==> config.mk <==
export PLATFORM = sky130hd
export DESIGN_NAME = ct_fcnvt_wb_buf_flat
export DESIGN_NICKNAME = d
export VERILOG_FILES = /design/src/rtl/ct_fcnvt_wb_buf_if.sv /design/src/rtl/ct_fcnvt_wb_buf.sv /design/src/flat_wrapper.sv
export SDC_FILE = /design/constraint.sdc
export NUM_CORES = 1
export LEC_CHECK = 0
export CELL_PAD_IN_SITES_DETAIL_PLACEMENT = 1
export CELL_PAD_IN_SITES_GLOBAL_PLACEMENT = 1
export CORE_MARGIN = 2
export CORE_UTILIZATION = 40
export DETAILED_ROUTE_END_ITERATION = 10
export PLACE_DENSITY = 0.67
export SKIP_CTS_REPAIR_TIMING = 1
export SYNTH_ARGS = -nofsm -noshare
export SYNTH_HDL_FRONTEND = slang
export SYNTH_SLANG_ARGS = --single-unit
==> constraint.sdc <==
create_clock -name forever_cpuclk -period 4.9 [get_ports forever_cpuclk]
set_clock_uncertainty 0.05 [all_clocks]
set_input_delay 1.225 -clock forever_cpuclk [delete_from_list [all_inputs] [get_ports forever_cpuclk]]
set_output_delay 1.225 -clock forever_cpuclk [all_outputs]
set_load 0.01 [all_outputs]
==> src/rtl/ct_fcnvt_wb_buf_if.sv <==
// Writeback request/grant bundle between the fcnvt writeback buffer and the shared VFPU
// writeback port. The buffer is the master (it drives the request and the head entry).
interface ct_fcnvt_wb_buf_if #(
  parameter int unsigned DATA_W = 64
);
  logic              wb_req;
  logic [DATA_W-1:0] wb_data;
  logic [4:0]        wb_fflags;
  logic [6:0]        wb_preg;
  logic              wb_grant;

  modport master (
    output wb_req,
    output wb_data,
    output wb_fflags,
    output wb_preg,
    input  wb_grant
  );

  modport slave (
    input  wb_req,
    input  wb_data,
    input  wb_fflags,
    input  wb_preg,
    output wb_grant
  );
endinterface

==> src/rtl/ct_fcnvt_wb_buf.sv <==
// Writeback-side buffer for the vector FP convert pipe. Captures EX3 results in a circular
// FIFO, presents the head entry to the shared writeback port, and hands credits back to
// EX1 so that an op launched into the non-stallable EX1..EX3 pipe always has a slot.
module ct_fcnvt_wb_buf #(
  parameter int unsigned DATA_W = 64,
  parameter int unsigned DEPTH  = 4
) (
  input  logic              forever_cpuclk,
  input  logic              cpurst,
  input  logic              ex1_pipedown,
  input  logic              ex3_pipedown,
  input  logic [DATA_W-1:0] ex3_result,
  input  logic [4:0]        ex3_fflags,
  input  logic [6:0]        ex3_preg,
  input  logic              rtu_yy_xx_flush,
  ct_fcnvt_wb_buf_if.master wb,
  output logic              fcnvt_credit_ok,
  output logic              fcnvt_buf_err
);

  localparam int unsigned PTR_W = (DEPTH > 1) ? $clog2(DEPTH) : 1;
  localparam int unsigned CNT_W = $clog2(DEPTH + 1);

  localparam logic [CNT_W-1:0] CNT_FULL = CNT_W'(DEPTH);
  localparam logic [CNT_W-1:0] CNT_ONE  = CNT_W'(1);
  localparam logic [PTR_W-1:0] PTR_LAST = PTR_W'(DEPTH - 1);
  localparam logic [PTR_W-1:0] PTR_ONE  = PTR_W'(1);

  // Entry storage; contents are don't-care while empty, so no reset.
  logic [DATA_W-1:0] data_q   [DEPTH];
  logic [4:0]        fflags_q [DEPTH];
  logic [6:0]        preg_q   [DEPTH];

  logic [PTR_W-1:0] rd_ptr_q, rd_ptr_d;
  logic [PTR_W-1:0] wr_ptr_q, wr_ptr_d;
  logic [CNT_W-1:0] cnt_q, cnt_d;
  logic [CNT_W-1:0] credit_q, credit_d;
  logic             buf_err_q, buf_err_d;

  logic wb_req_int;
  logic pop;
  logic push_ok;
  logic pop_ok;
  logic ex1_ok;
  logic ex1_err;
  logic push_err;
  logic grant_err;

  // Handshake decode: a full-buffer push or a zero-credit launch is only legal alongside a pop.
  always_comb begin
    wb_req_int = (cnt_q != '0);
    pop        = wb_req_int && wb.wb_grant;
    ex1_err    = ex1_pipedown && (credit_q == '0) && !pop;
    push_err   = ex3_pipedown && (cnt_q == CNT_FULL) && !pop;
    grant_err  = wb.wb_grant && !wb_req_int;
    // Flush discards every event of its own cycle.
    pop_ok     = pop && !rtu_yy_xx_flush;
    push_ok    = ex3_pipedown && !push_err && !rtu_yy_xx_flush;
    ex1_ok     = ex1_pipedown && !ex1_err && !rtu_yy_xx_flush;
  end

  // Next-state for pointers, occupancy, credits and the sticky error flag.
  always_comb begin
    rd_ptr_d  = rd_ptr_q;
    wr_ptr_d  = wr_ptr_q;
    cnt_d     = cnt_q;
    credit_d  = credit_q;
    buf_err_d = buf_err_q;

    if (rtu_yy_xx_flush) begin
      rd_ptr_d = '0;
      wr_ptr_d = '0;
      cnt_d    = '0;
      credit_d = CNT_FULL;
    end else begin
      if (pop_ok) begin
        rd_ptr_d = (rd_ptr_q == PTR_LAST) ? '0 : rd_ptr_q + PTR_ONE;
      end
      if (push_ok) begin
        wr_ptr_d = (wr_ptr_q == PTR_LAST) ? '0 : wr_ptr_q + PTR_ONE;
      end
      if (push_ok && !pop_ok) begin
        cnt_d = cnt_q + CNT_ONE;
      end else if (pop_ok && !push_ok) begin
        cnt_d = cnt_q - CNT_ONE;
      end
      if (ex1_ok && !pop_ok) begin
        credit_d = credit_q - CNT_ONE;
      end else if (pop_ok && !ex1_ok && (credit_q != CNT_FULL)) begin
        credit_d = credit_q + CNT_ONE;
      end
      buf_err_d = buf_err_q | ex1_err | push_err | grant_err;
    end
  end

  // Control state with synchronous reset.
  always_ff @(posedge forever_cpuclk) begin
    if (cpurst) begin
      rd_ptr_q  <= '0;
      wr_ptr_q  <= '0;
      cnt_q     <= '0;
      credit_q  <= CNT_FULL;
      buf_err_q <= 1'b0;
    end else begin
      rd_ptr_q  <= rd_ptr_d;
      wr_ptr_q  <= wr_ptr_d;
      cnt_q     <= cnt_d;
      credit_q  <= credit_d;
      buf_err_q <= buf_err_d;
    end
  end

  // Entry write on an accepted push; reset/flush gate it through push_ok and cnt.
  always_ff @(posedge forever_cpuclk) begin
    if (push_ok && !cpurst) begin
      data_q[wr_ptr_q]   <= ex3_result;
      fflags_q[wr_ptr_q] <= ex3_fflags;
      preg_q[wr_ptr_q]   <= ex3_preg;
    end
  end

  // Outputs come only from registered state; no ex3-to-wb bypass.
  always_comb begin
    wb.wb_req       = wb_req_int;
    wb.wb_data      = data_q[rd_ptr_q];
    wb.wb_fflags    = fflags_q[rd_ptr_q];
    wb.wb_preg      = preg_q[rd_ptr_q];
    fcnvt_credit_ok = (credit_q != '0);
    fcnvt_buf_err   = buf_err_q;
  end

endmodule

==> src/flat_wrapper.sv <==
// flat-port wrapper written by rule: the top's interface ports become plain ports
module ct_fcnvt_wb_buf_flat 
#(
  parameter int unsigned DATA_W = 64,
  parameter int unsigned DEPTH  = 4
)
  (forever_cpuclk, cpurst, ex1_pipedown, ex3_pipedown, ex3_result, ex3_fflags, ex3_preg, rtu_yy_xx_flush, fcnvt_credit_ok, fcnvt_buf_err, wb_wb_req, wb_wb_data, wb_wb_fflags, wb_wb_preg, wb_wb_grant);
  ct_fcnvt_wb_buf_if #(.DATA_W(DATA_W)) wb_i ();
  input  logic forever_cpuclk;
  input  logic cpurst;
  input  logic ex1_pipedown;
  input  logic ex3_pipedown;
  input  logic [DATA_W-1:0] ex3_result;
  input  logic [4:0] ex3_fflags;
  input  logic [6:0] ex3_preg;
  input  logic rtu_yy_xx_flush;
  output logic fcnvt_credit_ok;
  output logic fcnvt_buf_err;
  output wire logic [$bits(wb_i.wb_req)-1:0] wb_wb_req;
  output wire logic [$bits(wb_i.wb_data)-1:0] wb_wb_data;
  output wire logic [$bits(wb_i.wb_fflags)-1:0] wb_wb_fflags;
  output wire logic [$bits(wb_i.wb_preg)-1:0] wb_wb_preg;
  input wire logic [$bits(wb_i.wb_grant)-1:0] wb_wb_grant;
  assign wb_wb_req = wb_i.wb_req;
  assign wb_wb_data = wb_i.wb_data;
  assign wb_wb_fflags = wb_i.wb_fflags;
  assign wb_wb_preg = wb_i.wb_preg;
  assign wb_i.wb_grant = wb_wb_grant;
  ct_fcnvt_wb_buf #(.DATA_W(DATA_W), .DEPTH(DEPTH)) u_core (.forever_cpuclk(forever_cpuclk), .cpurst(cpurst), .ex1_pipedown(ex1_pipedown), .ex3_pipedown(ex3_pipedown), .ex3_result(ex3_result), .ex3_fflags(ex3_fflags), .ex3_preg(ex3_preg), .rtu_yy_xx_flush(rtu_yy_xx_flush), .wb(wb_i), .fcnvt_credit_ok(fcnvt_credit_ok), .fcnvt_buf_err(fcnvt_buf_err));
endmodule
==> results.md, run 1 <==
* Transition time at the pin with the least slew margin at 0.607 ns
* Routed vias at 5543
* Max-Cap Viols at 0
* Arrival time at the worst endpoint at 2.74 ns
* Final Max Slew Viols at 0
* Clock Root Buffer: clkbuf_16
* Crit-path cells: buf_4 > mux4_2 > clkdlybuf4s50_1
* Number of enable flip-flop cells after synthesis at 304
* CTS tree: yes
* Fin crit period at 4.02 ns
* Register bit total from synthesis at 317
* Drt first pass iters at 4
* Tot GR Track Use at 0.164
* Syn_area_per_cell at 24.6 sq um
* Fin crit share at 0.820
* Critical Path RT at 3.62 ns
* Power Dens Cells at 387 mW/mm^2
* ANT nets after route at 0
* Num CTS Buffers at 35
* Clk buf depth at 3
* Worst-path fanout max at 23
* Synth Warn # at 0
* Top FF cell, synth: edfxtp_1
* Endpoints failing setup at 0
* Pleak at 4.73 nW
* Largest stage delay, worst path at 0.65 ns
* Layout area overhead at 28.4%
* Share of layout cells above drive strength 1 at 0.229
* Slew headroom at 0.596
* Finished Cell Area at 0.0150 sq mm
* Critical path endpoint category: output port
* Sink Count at 317
* Worst hold path type: reg2reg
* Initial Utilization at 0.406
* Peak VDD IR at 305 uV
* Sequential share of the synthesized area at 0.806
* Number of H-tree levels at 2
* Number of global-route vias before repair at 6255
* Worst skew pair latency at 0.50 ns
* Avg WL per Cell at 22.7 um
* Rows at 62
* FMAX at 249 MHz
* Layout Nets at 759
* Die Y at 175 um
* Synth async-reset ratio at 0
* Filler Cells Inserted at 2536
* Area post-placement at 0.0138 sq mm
* First-pass GRT wire length at 37800 um
* DR iter-0 viols at 394
* Worst-path clk slew at 0.06 ns
* Final Hold Viols at 0
* Vias per Instance at 5.14
* Tot Pwr at 5.79 mW
* Die ar. at 0.0305 sq mm
* Core ar. at 0.0287 sq mm
* Total wire length at 24400 um
* CP Class: reg2out
* Initial antenna violation count at 3
* Synth cell types at 33
* Max stage delay cell, worst path: dfxtp_4
* Final setup TNS at 0 ns
* CP Buf/Inv Count at 2
* Post-Synthesis Cells at 474
* # port buffers at 160
* Io pins at 161
* Cell family with the largest share of critical-path delay: buffers and inverters
* Placer Congestion at 0.789
* Status: finished, final reports clean
* Mapped cell area at 0.0116 sq mm
* Global route overflow at 0
* Largest net degree at the start of global routing at 38
* CP startpoint kind: flop
* Die X at 175 um
* Net Count, Synth at 564
* HPWL Detailed at 15500 um
* Number of remaining DRC errors at 0
* Unrepaired setup endpoints after global routing: no
path summary, 6_finish.rpt:
| path | cells past startpoint | to | startpoint | slack (ns) |
|---|---|---|---|---|
| setup reg to reg | 5 | u_core.data_q[1][62]$_DFFE_PP_ | u_core.cnt_q[0]$_SDFFE_PP0P_ | 2.28 |
| hold reg to reg | 2 | u_core.fcnvt_buf_err$_SDFFE_PP0N_ | u_core.fcnvt_buf_err$_SDFFE_PP0N_ | 0.46 |
| hold / removal | 2 | u_core.fcnvt_buf_err$_SDFFE_PP0N_ | u_core.fcnvt_buf_err$_SDFFE_PP0N_ | 0.46 |
| setup / recovery | 3 | wb_wb_data[34] | flop | 0.88 |
report_power, final:
part           internal (mW)  switching, mW
registers               3.00         0.0136
logic                  0.157          0.120
clock network           1.48           1.02
total                   4.64           1.15
flip-flops by register name, summed over array words and instances (netlist names), named ones only:
| register | count |
|---|---|
| u_core.rd_ptr_q | 2 |
| u_core.fcnvt_buf_err | 1 |
| u_core.cnt_q | 3 |
| u_core.wr_ptr_q | 2 |
| u_core.credit_q | 3 |
| u_core.data_q | 256 |
| u_core.fflags_q | 20 |
| u_core.preg_q | 28 |
worst register-to-register path, cell delays in order (launching register included):
cell and delay, ns:
dfxtp_1 0.49, nor3b_2 0.11, a21oi_1 0.42, nor2b_1 0.33
and2_4 0.58, buf_4 0.36
cell families (layout without fill, tap and decap cells):
logic type      Yosys count  count (layout)  synth area share
buf+inv                  24             243           0.00860
xor+xnor                  4               4           0.00301
other cells               0               1                 0
simple gates             29              29            0.0138
compound gates           10              10           0.00677
fa+ha+maj                 8               8           0.00924
flops                   317             317             0.806
mux                      82              82             0.152
cells in the mapped netlist, drive strengths merged (2+ instances only):
| cell | instances | area share |
|---|---|---|
| and2 | 4 | 0.0021 |
| mux4 | 76 | 0.15 |
| clkbuf | 5 | 0.0016 |
| buf | 13 | 0.0051 |
| mux2i | 6 | 0.0052 |
| xor2 | 3 | 0.0023 |
| or3 | 2 | 0.0013 |
| ha | 7 | 0.0075 |
| dfxtp | 13 | 0.022 |
| inv | 6 | 0.0019 |
| edfxtp | 304 | 0.78 |
| o21ai | 3 | 0.0016 |
| a21oi | 3 | 0.0013 |
| nor2 | 12 | 0.0039 |
| nor3 | 3 | 0.0017 |
layout by cell type, fill, tap and decap left out, drive strengths merged, types with 3 or more instances in the layout:
cell type	count
mux2i	6
clkdlybuf4s50	160
ha	7
and2	4
nor2	12
buf	16
o21ai	3
xor2	3
a21oi	3
clkbuf	42
mux4	76
inv	7
dfxtp	13
edfxtp	304
nor3	3
clkinv	15
stage by stage:
stage          worst slack (ns)  hold slack [ns]  utilization  std cells
4_1_cts                   0.760            0.459        0.521       1077
6_report                  0.882            0.456        0.521       1078
3_5_place_dp              0.905            0.433        0.482       1016
5_1_grt                   0.680            0.526        0.521       1078
2_1_floorplan             0.705            0.445            -        474
3_3_place_gp               1.04            0.417        0.482       1016
final cells by class:
class | count | area [sq um] | area share
diodes | 1 | 2.50 | 0.000167
clock buffers | 42 | 945 | 0.0632
clock inverters | 19 | 158 | 0.0105
inverters | 6 | 22.5 | 0.00151
multi-input cells | 133 | 2160 | 0.145
flip-flops and latches | 317 | 9400 | 0.628
well taps | 384 | 480 | 0.0321
repair buffers | 176 | 1780 | 0.119
metal layers:
layer	global-route usage	wire, um	vias up
met5	0	22	-
met3	0.0459	1710	44
met2	0.262	11600	192
li1	-	-	2400
met1	0.220	10500	2903
met4	0.0524	545	4
(Power assumes the default switching activity.)
==> run 2: changes to the inputs <==
PLACE_DENSITY = 0.7   (was 0.67)
clock period = 3.5 ns   (was 4.9 ns; I/O delays follow)
==> run 2 against run 1 <==
  * Clock power increased by 37%
  * Hold slack improved by 0.011 ns
  * Design area increased by 0.98%
  * Via count decreased by 1.0%
  * Sequential power increased by 40%
  * Largest cell class unchanged
  * Largest power group unchanged
==> results.md, run 2 (synthesized netlist as in run 1, its figures left out) <==
* Status: finished, final reports clean (unchanged)
* DR iter-0 viols at 385 (was 394)
* Num CTS Buffers at 34 (was 35)
* Fin crit period at 3.26 ns
* Global route overflow at 0 (unchanged)
* Drt first pass iters at 4 (unchanged)
* Number of global-route vias before repair at 6248 (was 6255)
* ANT cells at 0 (was 1)
* HPWL Detailed at 15000 um (was 15500 um)
* Slew headroom at 0.689 (was 0.596)
* Largest stage delay, worst path at 0.55 ns (was 0.65 ns)
* Final core occ at 0.526 (was 0.521)
* Filler Cells Inserted at 2532 (was 2536)
* Final Max Slew Viols at 0 (unchanged)
* Avg WL per Cell at 22.0 um (was 22.7 um)
* Clk buf depth at 3 (unchanged)
* Critical Path RT at 2.57 ns (was 3.62 ns)
* Worst-path fanout max at 17 (was 23)
* Io pins at 161 (unchanged)
* FMAX at 307 MHz
* Initial antenna violation count at 2 (was 3)
* Worst hold path type: reg2reg (unchanged)
* Sink Count at 317 (unchanged)
* Worst r2r src: u_core.cnt_q[0]$_SDFFE_PP0P_ (unchanged)
* Max-Cap Viols at 0 (unchanged)
* Transition time at the pin with the least slew margin at 0.467 ns (was 0.607 ns)
* Clock Root Buffer: clkbuf_16 (unchanged)
* Rows at 62 (unchanged)
* Max stage delay cell, worst path: mux4_2 (was dfxtp_4)
* Vias per Instance at 5.05 (was 5.14)
* Total wire length at 23900 um (was 24400 um)
* Final setup TNS at 0 ns (unchanged)
* Largest net degree at the start of global routing at 77 (was 38)
* Initial Utilization at 0.406 (unchanged)
* Layout Nets at 769 (was 759)
* Die ar. at 0.0305 sq mm (unchanged)
* WHS at 0.467 ns (was 0.456 ns)
* Core ar. at 0.0287 sq mm (unchanged)
* # port buffers at 160 (unchanged)
* Worst-path clk slew at 0.06 ns (about the same)
* Layout area overhead at 29.7% (was 28.4%)
* Tot Pwr at 8.03 mW (was 5.79 mW)
* Fin crit share at 0.931
* Max reg flops at 256 (unchanged)
* Peak VDD IR at 274 uV (was 305 uV)
* Endpoints failing setup at 0 (unchanged)
* Tot GR Track Use at 0.159 (was 0.164)
* Largest regs: u_core.data_q x256, u_core.preg_q x28, u_core.fflags_q x20 (unchanged)
* Reg with most FFs: u_core.data_q (unchanged)
* Pleak at 4.79 nW (was 4.73 nW)
* CP startpoint kind: flop (unchanged)
* Unrepaired setup endpoints after global routing: no (unchanged)
* Hold path startpoint: u_core.fcnvt_buf_err$_SDFFE_PP0N_ (unchanged)
* Final Hold Viols at 0 (unchanged)
* Crit-path cells: buf_4 > mux4_2 > clkdlybuf4s50_1 (unchanged)
* Placer Congestion at 0.750 (was 0.789)
* Die X at 175 um (unchanged)
* Power Dens Cells at 532 mW/mm^2 (was 387 mW/mm^2)
* Routed vias at 5485 (was 5543)
* First-pass GRT wire length at 36700 um (was 37800 um)
* Worst skew pair latency at 0.49 ns (was 0.50 ns)
* Number of H-tree levels at 2 (unchanged)
* PnR worst setup slack at 0.242 ns (was 0.882 ns)
* CP Class: reg2out (unchanged)
* Number of remaining DRC errors at 0 (unchanged)
* Commonest non-fill, non-tap cell in the layout: edfxtp_1 (unchanged)
* Die Y at 175 um (unchanged)
* CTS tree: yes (unchanged)
* ANT nets after route at 0 (unchanged)
* Critical path endpoint category: output port (unchanged)
* Post-Place Setup Slack at 0.284 ns (was 0.905 ns)
* Share of layout cells above drive strength 1 at 0.236 (was 0.229)
* Commonest non-fill, non-tap cells in the layout: edfxtp_1, clkdlybuf4s50_1, mux4_2 (unchanged)
* Arrival time at the worst endpoint at 2.33 ns (was 2.74 ns)
[run 2: cell count changes in the layout (fill, tap and decap cells not counted), sizes merged]
cell / change
buf: +11
clkbuf: +4
inv: +1
clkinv: -8
clkinvlp: +2
bufinv: -1
diode: -1
[run 2: where the power goes]
group / total, mW / internal [mW] / switching [mW] / leakage [nW]
logic: 0.397 / 0.230 / 0.167 / 1.41
registers: 4.21 / 4.19 / 0.0168 / 2.85
clock network: 3.42 / 2.04 / 1.38 / 0.523
total: 8.03 / 6.47 / 1.56 / 4.79
[run 2: worst max-delay path, delay by kind of cell, from the launching register on]
kind,cells,cell delay (ns)
buffers and inverters,2,0.78
DFF,1,0.51
muxes,1,0.55
[run 2: worst paths after layout]
| path | to | slack (ns) | cells after the start |
|---|---|---|---|
| hold reg to reg | u_core.fcnvt_buf_err$_SDFFE_PP0N_ | 0.47 | 2 |
| hold / removal | u_core.fcnvt_buf_err$_SDFFE_PP0N_ | 0.47 | 2 |
| setup reg to reg | u_core.cnt_q[2]$_SDFFE_PP0P_ | 1.01 | 8 |
| setup / recovery | wb_wb_data[22] | 0.24 | 3 |
[run 2: cell type report]
type	count	area, sq um	area share
clock buffer	46	980	0.0649
multi-input combinational	133	2160	0.143
tap	384	480	0.0318
inverter	6	22.5	0.00149
sequential	317	9400	0.622
clock inverter	13	101	0.00671
timing repair buffer	187	1950	0.129
[run 2: through the flow]
stage / cells / instance area, sq um
floorplan: 474 / 11600
global placement: 1014 / 13900
detailed placement: 1014 / 13900
CTS: 1073 / 15000
global route: 1086 / 15100
finish: 1086 / 15100
[run 2: per-layer routing]
| layer | GRT usage | wire, um | vias to the layer above |
|---|---|---|---|
| met4 | 0.0420 | 460 | 4 |
| li1 | - | - | 2421 |
| met1 | 0.209 | 10200 | 2859 |
| met3 | 0.0442 | 1450 | 42 |
| met2 | 0.263 | 11700 | 159 |
| met5 | 0 | 27 | - |
